==> src/rtl/uart_tx.sv <==
// UART transmitter: valid/ready word in, framed serial bitstream out.
// Frame is start, LSB-first data, optional parity, then one or two stop bits.
module uart_tx #(
    parameter int P_SYSTEM_CLK      = 50_000_000,
    parameter int P_UART_BUADRATE   = 9600,
    parameter int P_UART_DATA_WIDTH = 8,
    parameter int P_UART_STOP_WIDTH = 1,
    parameter int P_UART_CHECK      = 0
) (
    input  logic                         i_clk,
    input  logic                         i_rst,
    output logic                         o_uart_tx,
    input  logic [P_UART_DATA_WIDTH-1:0] i_user_tx_data,
    input  logic                         i_user_tx_valid,
    output logic                         o_user_tx_ready,
    output logic                         o_user_tx_busy
);

    localparam int BIT_CLKS = P_SYSTEM_CLK / P_UART_BUADRATE;
    localparam int CW = (BIT_CLKS > 1) ? $clog2(BIT_CLKS) : 1;
    localparam logic [CW-1:0] LAST = CW'(BIT_CLKS - 1);
    localparam logic [2:0] LAST_BIT = 3'(P_UART_DATA_WIDTH - 1);
    localparam logic LAST_STOP = 1'(P_UART_STOP_WIDTH - 1);

    if (P_UART_DATA_WIDTH < 5 || P_UART_DATA_WIDTH > 8) begin : g_bad_dw
        $error("uart_tx: P_UART_DATA_WIDTH must be 5..8");
    end
    if (P_UART_STOP_WIDTH < 1 || P_UART_STOP_WIDTH > 2) begin : g_bad_sw
        $error("uart_tx: P_UART_STOP_WIDTH must be 1..2");
    end
    if (P_UART_CHECK < 0 || P_UART_CHECK > 2) begin : g_bad_chk
        $error("uart_tx: P_UART_CHECK must be 0..2");
    end
    if (BIT_CLKS < 2) begin : g_bad_baud
        $error("uart_tx: bit period must be at least 2 clocks");
    end

    typedef enum logic [2:0] {
        IDLE,
        START,
        DATA,
        PARITY,
        STOP
    } state_t;

    state_t                       state_q;
    logic [CW-1:0]                baud_q;
    logic [CW-1:0]                baud_d;
    logic [2:0]                   bit_q;
    logic                         stop_q;
    logic [P_UART_DATA_WIDTH-1:0] shreg_q;
    logic                         par_q;
    logic                         par_d;
    logic                         tx_q;
    logic                         ready_q;
    logic                         busy_q;
    logic                         bit_end;

    always_comb begin
        bit_end = (baud_q == LAST);
        baud_d  = bit_end ? '0 : baud_q + 1'b1;
        par_d   = (P_UART_CHECK == 2) ? ^i_user_tx_data
                                      : ~^i_user_tx_data;
    end

    always_ff @(posedge i_clk or posedge i_rst) begin
        if (i_rst) begin
            state_q <= IDLE;
            baud_q  <= '0;
            bit_q   <= '0;
            stop_q  <= 1'b0;
            shreg_q <= '0;
            par_q   <= 1'b0;
            tx_q    <= 1'b1;
            ready_q <= 1'b1;
            busy_q  <= 1'b0;
        end else begin
            unique case (state_q)
                IDLE: begin
                    baud_q <= '0;
                    if (i_user_tx_valid && ready_q) begin
                        shreg_q <= i_user_tx_data;
                        par_q   <= par_d;
                        state_q <= START;
                        tx_q    <= 1'b0;
                        ready_q <= 1'b0;
                        busy_q  <= 1'b1;
                    end
                end
                START: begin
                    baud_q <= baud_d;
                    if (bit_end) begin
                        state_q <= DATA;
                        tx_q    <= shreg_q[0];
                        shreg_q <= shreg_q >> 1;
                        bit_q   <= '0;
                    end
                end
                DATA: begin
                    baud_q <= baud_d;
                    if (bit_end) begin
                        if (bit_q == LAST_BIT) begin
                            stop_q <= 1'b0;
                            if (P_UART_CHECK != 0) begin
                                state_q <= PARITY;
                                tx_q    <= par_q;
                            end else begin
                                state_q <= STOP;
                                tx_q    <= 1'b1;
                            end
                        end else begin
                            tx_q    <= shreg_q[0];
                            shreg_q <= shreg_q >> 1;
                            bit_q   <= bit_q + 3'd1;
                        end
                    end
                end
                PARITY: begin
                    baud_q <= baud_d;
                    if (bit_end) begin
                        state_q <= STOP;
                        tx_q    <= 1'b1;
                        stop_q  <= 1'b0;
                    end
                end
                STOP: begin
                    baud_q <= baud_d;
                    if (bit_end) begin
                        if (stop_q == LAST_STOP) begin
                            state_q <= IDLE;
                            tx_q    <= 1'b1;
                            ready_q <= 1'b1;
                            busy_q  <= 1'b0;
                        end else begin
                            stop_q <= 1'b1;
                        end
                    end
                end
                default: begin
                    state_q <= IDLE;
                    tx_q    <= 1'b1;
                    ready_q <= 1'b1;
                    busy_q  <= 1'b0;
                end
            endcase
        end
    end

    assign o_uart_tx       = tx_q;
    assign o_user_tx_ready = ready_q;
    assign o_user_tx_busy  = busy_q;

endmodule

==> config.mk <==
export PLATFORM = sky130hd
export DESIGN_NAME = uart_tx
export DESIGN_NICKNAME = d
export VERILOG_FILES = /design/src/rtl/uart_tx.sv
export SDC_FILE = /design/constraint.sdc
export NUM_CORES = 1
export LEC_CHECK = 0
export CAP_MARGIN = 20
export CORE_UTILIZATION = 50
export CTS_CLUSTER_DIAMETER = 150
export DETAILED_ROUTE_END_ITERATION = 10
export PLACE_DENSITY = 0.82
export SLEW_MARGIN = 20
export SYNTH_ARGS = -nofsm -noshare
export SYNTH_HDL_FRONTEND = slang
export SYNTH_SLANG_ARGS = --single-unit
==> constraint.sdc <==
create_clock -name i_clk -period 2 [get_ports i_clk]
set_input_delay 0.3 -clock i_clk [delete_from_list [all_inputs] [get_ports i_clk]]
set_output_delay 0.3 -clock i_clk [all_outputs]
set_load 0.02 [all_outputs]
==> results of run 1 <==
==> repair_timing <==
item | CTS | global route
endpoints found under the setup margin | 0 | 10
resized for setup | 0 | 3
buffers inserted | 0 | 0
endpoints found under the hold margin | 0 | 0
==> report_power, final <==
group	switching, uW	internal (uW)
Sequential	80.2	738
Combinational	205	284
Clock	215	259
==> worst min-delay path by stage <==
stage / to / depth (start not counted) / slack, ps
floorplan: o_user_tx_ready$_DFFE_PP1P_ / 1 / 370
global placement: shreg_q[2]$_DFFE_PP0P_ / 1 / 480
detailed placement: o_user_tx_busy$_DFFE_PP0P_ / 1 / 490
CTS: shreg_q[5]$_DFFE_PP0P_ / 3 / 330
global route: shreg_q[7]$_DFFE_PP0P_ / 3 / 360
finish: baud_q[7]$_DFFE_PP0P_ / 3 / 320
==> stage by stage <==
stage                     cell area [sq um]  power [uW]  instances  setup WS, ps
after floorplan                        1640        1150        144          65.8
after detailed placement               1930        1320        212          30.8
final                                  2010        1780        220          22.2
after global routing                   2010        1880        220         -16.5
after global placement                 1930        1280        212          97.5
after CTS                              2000        1800        220          6.06
==> kinds of logic after synthesis <==
family | synth area share
AO/OA/AOI/OAI | 0.179
AND/OR/NAND/NOR | 0.148
flip-flops | 0.460
multiplexers | 0.123
buffers and inverters | 0.0351
XOR/XNOR | 0.0321
adder cells (fa/ha/maj) | 0.0229
==> area by class of cell <==
cell class                      instances  share of cell area
Multi-Input combinational cell        102               0.417
Sequential cell                        30               0.374
Timing Repair Buffer                   31               0.134
Tap cell                               44              0.0274
Clock inverter                          3              0.0199
Clock buffer                            5              0.0187
Inverter                                5             0.00933
==> worst max-delay path: stages, from the launching register on <==
cell and delay [ps]:
dfrtp_1 420, ha_1 200, and4_1 290, nand3_4 110, a221oi_4 310, buf_6 180
mux2_2 350
==> synth_stat cells (all sizes together) (3+ instances only) <==
library cell / n
dfrtp: 28
mux2: 17
a22o: 8
a21oi: 7
nand3: 7
nand2: 6
nor2: 6
a31oi: 5
buf: 5
inv: 5
o21ai: 5
nor3: 4
ha: 3
nand4: 3
xnor2: 3
xor2: 3
==> registers in the layout, summed over array words and instances, names as in the netlist <==
register	flops
o_user_tx_ready	1
o_uart_tx	1
o_user_tx_busy	1
baud_q	13
bit_q	3
shreg_q	8
state_q	3
==> layer usage <==
layer,track usage,up-vias
met1,0.265,591
li1,-,612
met4,0.116,0
met3,0.0655,10
met2,0.345,26
met5,0,-
==> run summary, run 1 <==
Max Freq -> 506 MHz
Commonest cells after routing, fill and taps aside -> dfrtp_1, buf_4, mux2_2
Post-synthesis cell area -> 1640 sq um
Share of cells above drive strength 1 -> 0.307
CTS tree -> yes
Syn Area/Cell -> 11.4 sq um
Reg2Reg Depth -> 6
Yosys reg bits -> 30
Final ANT Viol Nets -> 0
Worst EP required -> 2220 ps
Clk sinks -> 30
H-tree levels -> 2
RR Endpoint -> shreg_q[3]$_DFFE_PP0P_
Worst Path Max Fanout -> 8
Worst skew pair latency -> 340 ps
1st-pass router iterations -> 4
Initial DRC count -> 37
WP data arrival -> 2190 ps
PortBufs -> 13
RSZ-0062 raised after global routing -> true
Top layer in use -> met4
Pwr per Cell Area -> 885 nW/um^2
Vias in the first global route -> 1234
N_diodes -> 0
CTS root buf -> clkbuf_4
HPWL Detailed -> 2.38 mm
WL met3 -> 148 um
IO Count -> 14
Slew Limit Fails -> 0
Critical path class -> register to register
Core area -> 3080 sq um
DR DRC count -> 0
Number of synthesized flops with an enable pin -> 0
Area leader, netlist -> dfrtp_1
DR vias/cell -> 5.63
Largest net degree at the start of global routing -> 31
Clock period minus worst slack -> 1980 ps
FF-to-FF Start -> baud_q[0]$_DFFE_PP0P_
Peak supply drop -> 528 uV
Multi-input logic area -> 838 sq um
# nets final -> 189
Net Count, Synth -> 158
Total CTS buffers -> 5
Routed Wire Length -> 3.23 mm
Initial antenna violation count -> 0
Synth unique cells -> 43
Register Area -> 753 sq um
Area growth, synth to finish -> 22.8%
Hold_ws -> 319 ps
Final worst path period share -> 0.989
Filler Cells Inserted -> 265
Clock transition at path regs -> 100 ps
Starting Density -> 0.532
GRT Util Overall -> 0.217
Flop2flop setup slack -> 20 ps
Seq/Total Area, Yosys -> 0.460
Vias -> 1239
CP startpoint -> baud_q[0]$_DFFE_PP0P_
Row count -> 20
CP startpoint kind -> register
Slew headroom -> 0.556
Most area-consuming cells after synthesis -> dfrtp_1, mux2_2, a22o_1, dfstp_2, nor4b_4
Synth top area share -> 0.428
CTS Hold Bufs -> 0
Fraction of registers with async set/reset -> 1.00
Worst hold-check path type -> input pin to async pin
Tightest Pin Transition -> 660 ps
Final core occ -> 0.654
Most common cell after layout, fill and taps aside -> dfrtp_1
Grt ovf -> 0
Final Hold Fails -> 0
Syn. warnings -> 0
Worst setup EP type -> register
Die H -> 59.2 um
CTS max path bufs -> 2
Gate Count Post-Synth -> 144
Max_cap viols -> 0
Die Area -> 3510 sq um
Endpoints failing setup -> 0
Metal2 WL -> 1.58 mm
Max Clock Skew -> 15.9 ps
WL/cell -> 14.7 um
First-pass GRT wire length -> 5.55 mm
Ys flop type -> dfrtp_1
Critical Path End -> shreg_q[3]$_DFFE_PP0P_
Setup TNS -> 0 ps
Leak Pwr -> 0.000869 uW
Metal-1 WL -> 1.41 mm
Die W -> 59.2 um
Status -> complete, no violations
Routability congestion estimate -> 0.866
Note: power is estimated with default switching activity, not from simulation.
==> inputs of run 2 (changes only) <==
--- a/config.mk
+++ b/config.mk
@@ -6,10 +6,10 @@
 export NUM_CORES = 1
 export LEC_CHECK = 0
 export CAP_MARGIN = 20
-export CORE_UTILIZATION = 50
+export CORE_UTILIZATION = 51
 export CTS_CLUSTER_DIAMETER = 150
 export DETAILED_ROUTE_END_ITERATION = 10
-export PLACE_DENSITY = 0.82
+export PLACE_DENSITY = 0.83
 export SLEW_MARGIN = 20
 export SYNTH_ARGS = -nofsm -noshare
 export SYNTH_HDL_FRONTEND = slang
==> run 2 against run 1 <==
Compared with the run above: sequential power is 0.9% higher; critical path depth is 1 higher; count of clock-buffer cells in the layout is 2 higher; sequential share of layout area is 0.31 points lower; register-to-register slack better by 70 ps; critical endpoint is now shreg_q[7]$_DFFE_PP0P_; largest cell class unchanged; combinational power is 4.1% higher; worst setup slack better by 65 ps; cell area is 1.0% higher.
==> run summary, run 2 (same netlist as run 1, synthesis figures left out) <==
Status -> complete, no violations (unchanged)
Grt ovf -> 0 (unchanged)
Die W -> 58.7 um (was 59.2 um)
Routability congestion estimate -> 0.789 (was 0.866)
Core area -> 3050 sq um (was 3080 sq um)
CTS max path bufs -> 2 (unchanged)
Combinational share of power -> 0.299 (was 0.274)
Initial antenna violation count -> 0 (unchanged)
HPWL Detailed -> 2.42 mm (was 2.38 mm)
DR DRC count -> 0 (unchanged)
Int Power -> 1200 uW (was 1280 uW)
Final Hold Fails -> 0 (unchanged)
CP startpoint kind -> register (unchanged)
Commonest cells after routing, fill and taps aside -> dfrtp_1, buf_4, mux2_2 (unchanged)
GRT Util Overall -> 0.231 (was 0.217)
IO Count -> 14 (unchanged)
Die H -> 58.7 um (was 59.2 um)
Endpoints failing setup -> 0 (unchanged)
Worst EP required -> 2220 ps (about the same)
Die Area -> 3440 sq um (was 3510 sq um)
H-tree levels -> 2 (unchanged)
Largest net degree at the start of global routing -> 31 (unchanged)
Slew Limit Fails -> 0 (unchanged)
Vias in the first global route -> 1335 (was 1234)
Tightest Pin Transition -> 426 ps (was 660 ps)
DR vias/cell -> 5.89 (was 5.63)
Slew headroom -> 0.716 (was 0.556)
Area growth, synth to finish -> 24.1% (was 22.8%)
Register share of total power -> 0.484 (was 0.459)
Clock transition at path regs -> 90 ps (was 100 ps)
Critical path class -> register to register (unchanged)
Max_cap viols -> 0 (unchanged)
Most common cell after layout, fill and taps aside -> dfrtp_1 (unchanged)
CTS root buf -> clkbuf_4 (unchanged)
Starting Density -> 0.536 (was 0.532)
RSZ-0062 raised after global routing -> false (was true)
1st-pass router iterations -> 4 (unchanged)
Number of flip-flops under the largest register name -> 13 (unchanged)
Leak Pwr -> 0.000871 uW (was 0.000869 uW)
PortBufs -> 13 (unchanged)
Row count -> 20 (unchanged)
Routed Wire Length -> 3.42 mm (was 3.23 mm)
# nets final -> 192 (was 189)
Worst hold-check path type -> input pin to async pin (unchanged)
Worst Path Max Fanout -> 8 (unchanged)
Switching share of power -> 0.294 (was 0.281)
Most flops, register -> baud_q (unchanged)
Hold_ws -> 338 ps (was 319 ps)
Share of cells above drive strength 1 -> 0.326 (was 0.307)
Worst setup EP type -> register (unchanged)
Clock power share -> 0.217 (was 0.266)
Final core occ -> 0.666 (was 0.654)
Biggest regs -> baud_q (13), shreg_q (8) (unchanged)
Max Freq -> 523 MHz (was 506 MHz)
Pwr per Cell Area -> 839 nW/um^2 (was 885 nW/um^2)
Total CTS buffers -> 5 (unchanged)
Max Clock Skew -> 3.98 ps (was 15.9 ps)
Power after layout -> 1710 uW (was 1780 uW)
WL/cell -> 15.4 um (was 14.7 um)
CTS tree -> yes (unchanged)
Clk sinks -> 30 (unchanged)
N_diodes -> 0 (unchanged)
Final worst path period share -> 0.956 (was 0.989)
Worst skew pair latency -> 330 ps (was 340 ps)
Final ANT Viol Nets -> 0 (unchanged)
Net Switching -> 501 uW (about the same)
First-pass GRT wire length -> 5.81 mm (was 5.55 mm)
Vias -> 1308 (was 1239)
Clock period minus worst slack -> 1910 ps (was 1980 ps)
Initial DRC count -> 110 (was 37)
Peak supply drop -> 597 uV (was 528 uV)
WP data arrival -> 2140 ps (was 2190 ps)
-- run 2: path summary, 6_finish.rpt --
kind / start / end / slack, ps / depth (start not counted)
setup / recovery: bit_q[0]$_DFFE_PP0P_ / shreg_q[7]$_DFFE_PP0P_ / 90 / 7
hold / removal: i_rst / shreg_q[1]$_DFFE_PP0P_ / 340 / 3
setup reg to reg: bit_q[0]$_DFFE_PP0P_ / shreg_q[7]$_DFFE_PP0P_ / 90 / 7
hold reg to reg: o_user_tx_busy$_DFFE_PP0P_ / o_user_tx_busy$_DFFE_PP0P_ / 510 / 1
max in group asynchronous: i_rst / o_user_tx_ready$_DFFE_PP1P_ / 1340 / 3
min in group i_clk: o_user_tx_busy$_DFFE_PP0P_ / o_user_tx_busy$_DFFE_PP0P_ / 510 / 1
-- run 2: cell type report --
class | instances | area, sq um
Tap cell | 44 | 55.1
Fill cell | 237 | 1020
Timing Repair Buffer | 34 | 300
Multi-Input combinational cell | 102 | 848
Clock buffer | 7 | 55.1
Sequential cell | 30 | 754
Inverter | 5 | 18.8
-- run 2: through the flow --
step / area (sq um) / setup slack (ps) / instances / TNS, ps
after CTS: 1990 / 30.1 / 219 / 0
after detailed placement: 1940 / -24.1 / 212 / -89.4
after floorplan: 1640 / 65.8 / 144 / 0
final: 2030 / 87.3 / 222 / 0
after global routing: 2030 / 0.428 / 222 / 0
after global placement: 1940 / 20.4 / 212 / 0
-- run 2: power by group through the flow --
| stage | sequential, uW | combinational, uW | clock [uW] |
|---|---|---|---|
| 2_1_floorplan | 826 | 324 | 0 |
| 3_3_place_gp | 825 | 461 | 0 |
| 3_5_place_dp | 835 | 488 | 0 |
| 4_1_cts | 825 | 488 | 380 |
| 5_1_grt | 841 | 560 | 404 |
| 6_report | 825 | 509 | 371 |
-- run 2: worst max-delay path, cell delays in order (launching register included) --
cell	delay, ps
dfrtp_1	400
ha_1	200
ha_2	190
nor2_4	110
nand2_2	90
a221oi_4	320
buf_12	160
mux2_2	330
-- run 2: repair_timing --
action | 4_1_cts | 5_1_grt
buffers inserted | 0 | 3
endpoints found under the setup margin | 0 | 10
hold buffers | 0 | 0
endpoints found under the hold margin | 0 | 0
resized for setup | 0 | 7
-- run 2: per-layer routing --
metal,part of all wire,global-route usage,vias to the layer above
met4,0.028,0.167,0
met2,0.51,0.381,31
met3,0.031,0.0396,8
met1,0.43,0.272,653
met5,0,0,-
li1,-,-,616
==> patch: new RTL, settings of run 2 <==
Re-encode `state_t` (5 states) as one-hot, 5 bits wide.
--- a/src/rtl/uart_tx.sv
+++ b/src/rtl/uart_tx.sv
@@ -35,12 +35,12 @@
         $error("uart_tx: bit period must be at least 2 clocks");
     end
 
-    typedef enum logic [2:0] {
-        IDLE,
-        START,
-        DATA,
-        PARITY,
-        STOP
+    typedef enum logic [4:0] {
+        IDLE   = 5'b00001,
+        START  = 5'b00010,
+        DATA   = 5'b00100,
+        PARITY = 5'b01000,
+        STOP   = 5'b10000
     } state_t;
 
     state_t                       state_q;
Behaviour: same outputs for any inputs over 10 cycles, from zero or initial values and one cycle with i_rst high; not proved beyond that.
==> patch against run 2 <==
Sequential cell count rose by 1; global-route usage rose by 1.6 points; routed wire length rose by 28%; synthesized area rose by 15%; design area rose by 8.9%; largest cell class unchanged; setup slack improved by 0.061 ns; die area rose by 14%; via count rose by 29%.
Power is not compared: it rests on default switching activity, and its combinational part moved more than twofold at a synthesized area within 25%.
==> patch: results (changes against run 2) <==
1st-iter DRT viols = 100 (was 110)
Synth Area in Adders = 1.999% (was 2.292%)
Proportion of synthesized area in mux cells = 0.5330% (was 12.30%)
Number of global-route vias before repair = 1,731 (was 1,335)
Synth area leaders = dfrtp_1, nand3_1, a31oi_1 (was dfrtp_1, mux2_2, a22o_1)
CP Data Arrival Time = 2.03 ns (was 2.14 ns)
Layout cells sized above 1 = 13.78% (was 32.58%)
Largest net degree at the start of global routing = 32 (was 31)
Via count = 1,682 (was 1,308)
Synth unique cells = 49 (was 43)
Clk Latency, worst-skew pair = 0.29 ns (was 0.33 ns)
Clk_skew = 0.002986 ns (was 0.003975 ns)
Status = finished, final reports clean (unchanged)
FILL cells = 284 (was 237)
Top Registers = baud_q (13), shreg_q (8), state_q (4) (was baud_q (13), shreg_q (8))
Post-DP HPWL = 2905 um (was 2417 um)
WL final = 4390 um (was 3418 um)
Synth Area in Compound Gates = 26.65% (was 17.88%)
RD Place Congestion = 0.8247 (was 0.7894)
Cell class contributing the biggest share of worst-path delay = compound AO/OA/AOI/OAI gates (was flip-flops)
Sequential area share after synthesis = 41.51% (was 45.99%)
Post-Place Cells = 263 (was 212)
Cell count after synthesis = 203 (was 144)
Placed standard-cell area = 2108 sq um (was 1938 sq um)
Least-Margin Pin Slew = 0.5046 ns (was 0.4258 ns)
Clock Root Buffer = clkbuf_8 (was clkbuf_4)
==> patch: changes by cell type after synthesis, moves of 3 or more <==
cell,delta
o22a_1,+8
o211ai_1,+5
mux2_2,-16
nor2b_1,+3
nand3_1,+13
a21oi_1,+3
nand2_1,+7
o21ai_0,+3
o2bb2ai_1,+3
or3b_1,+3
a22o_1,-8
buf_2,+5
a31oi_1,+8
inv_1,+11
==> patch: power breakdown <==
group	internal [W]	switching (W)
Sequential	0.000813	0.000153
Clock	0.000314	0.000227
Combinational	0.000600	0.000717
==> patch: final cells by class <==
cell class | count | area share (%)
multi-input combinational | 145 | 44.43
tap | 46 | 2.600
inverter | 16 | 2.713
clock buffer | 8 | 4.522
sequential | 31 | 35.22
timing repair buffer | 25 | 10.51
==> patch: layer usage <==
layer	GRT usage [%]	vias to the layer above	wire length (um)
met5	0	-	0
met4	13.37	0	68
met3	5.657	6	248
met2	39.81	53	2133
met1	30.51	817	1941
li1	-	806	-
==> patch: final timing paths <==
path,startpoint,endpoint,slack (ns),cells past startpoint
max in group asynchronous,i_rst,o_user_tx_ready,1.28,3
min in group i_clk,o_user_tx_busy,o_user_tx_busy,0.49,1
max,baud_q[0],shreg_q[3],0.15,5
min,i_rst,baud_q[8],0.39,3
min reg2reg,o_user_tx_busy,o_user_tx_busy,0.49,1
max reg2reg,baud_q[0],shreg_q[3],0.15,5
==> patch: through the flow <==
stage          util, %  hold slack (ns)
6_report         64.30           0.3913
5_1_grt          64.30           0.4575
4_1_cts          64.16           0.4066
3_5_place_dp     61.25           0.4839
3_3_place_gp     61.25           0.4743
2_1_floorplan        -           0.4013
==> patch: timing repair <==
item / 4_1_cts / 5_1_grt
setup endpoints to repair: 0 / 5
hold buffers: 0 / 0
gates resized for setup: 0 / 1
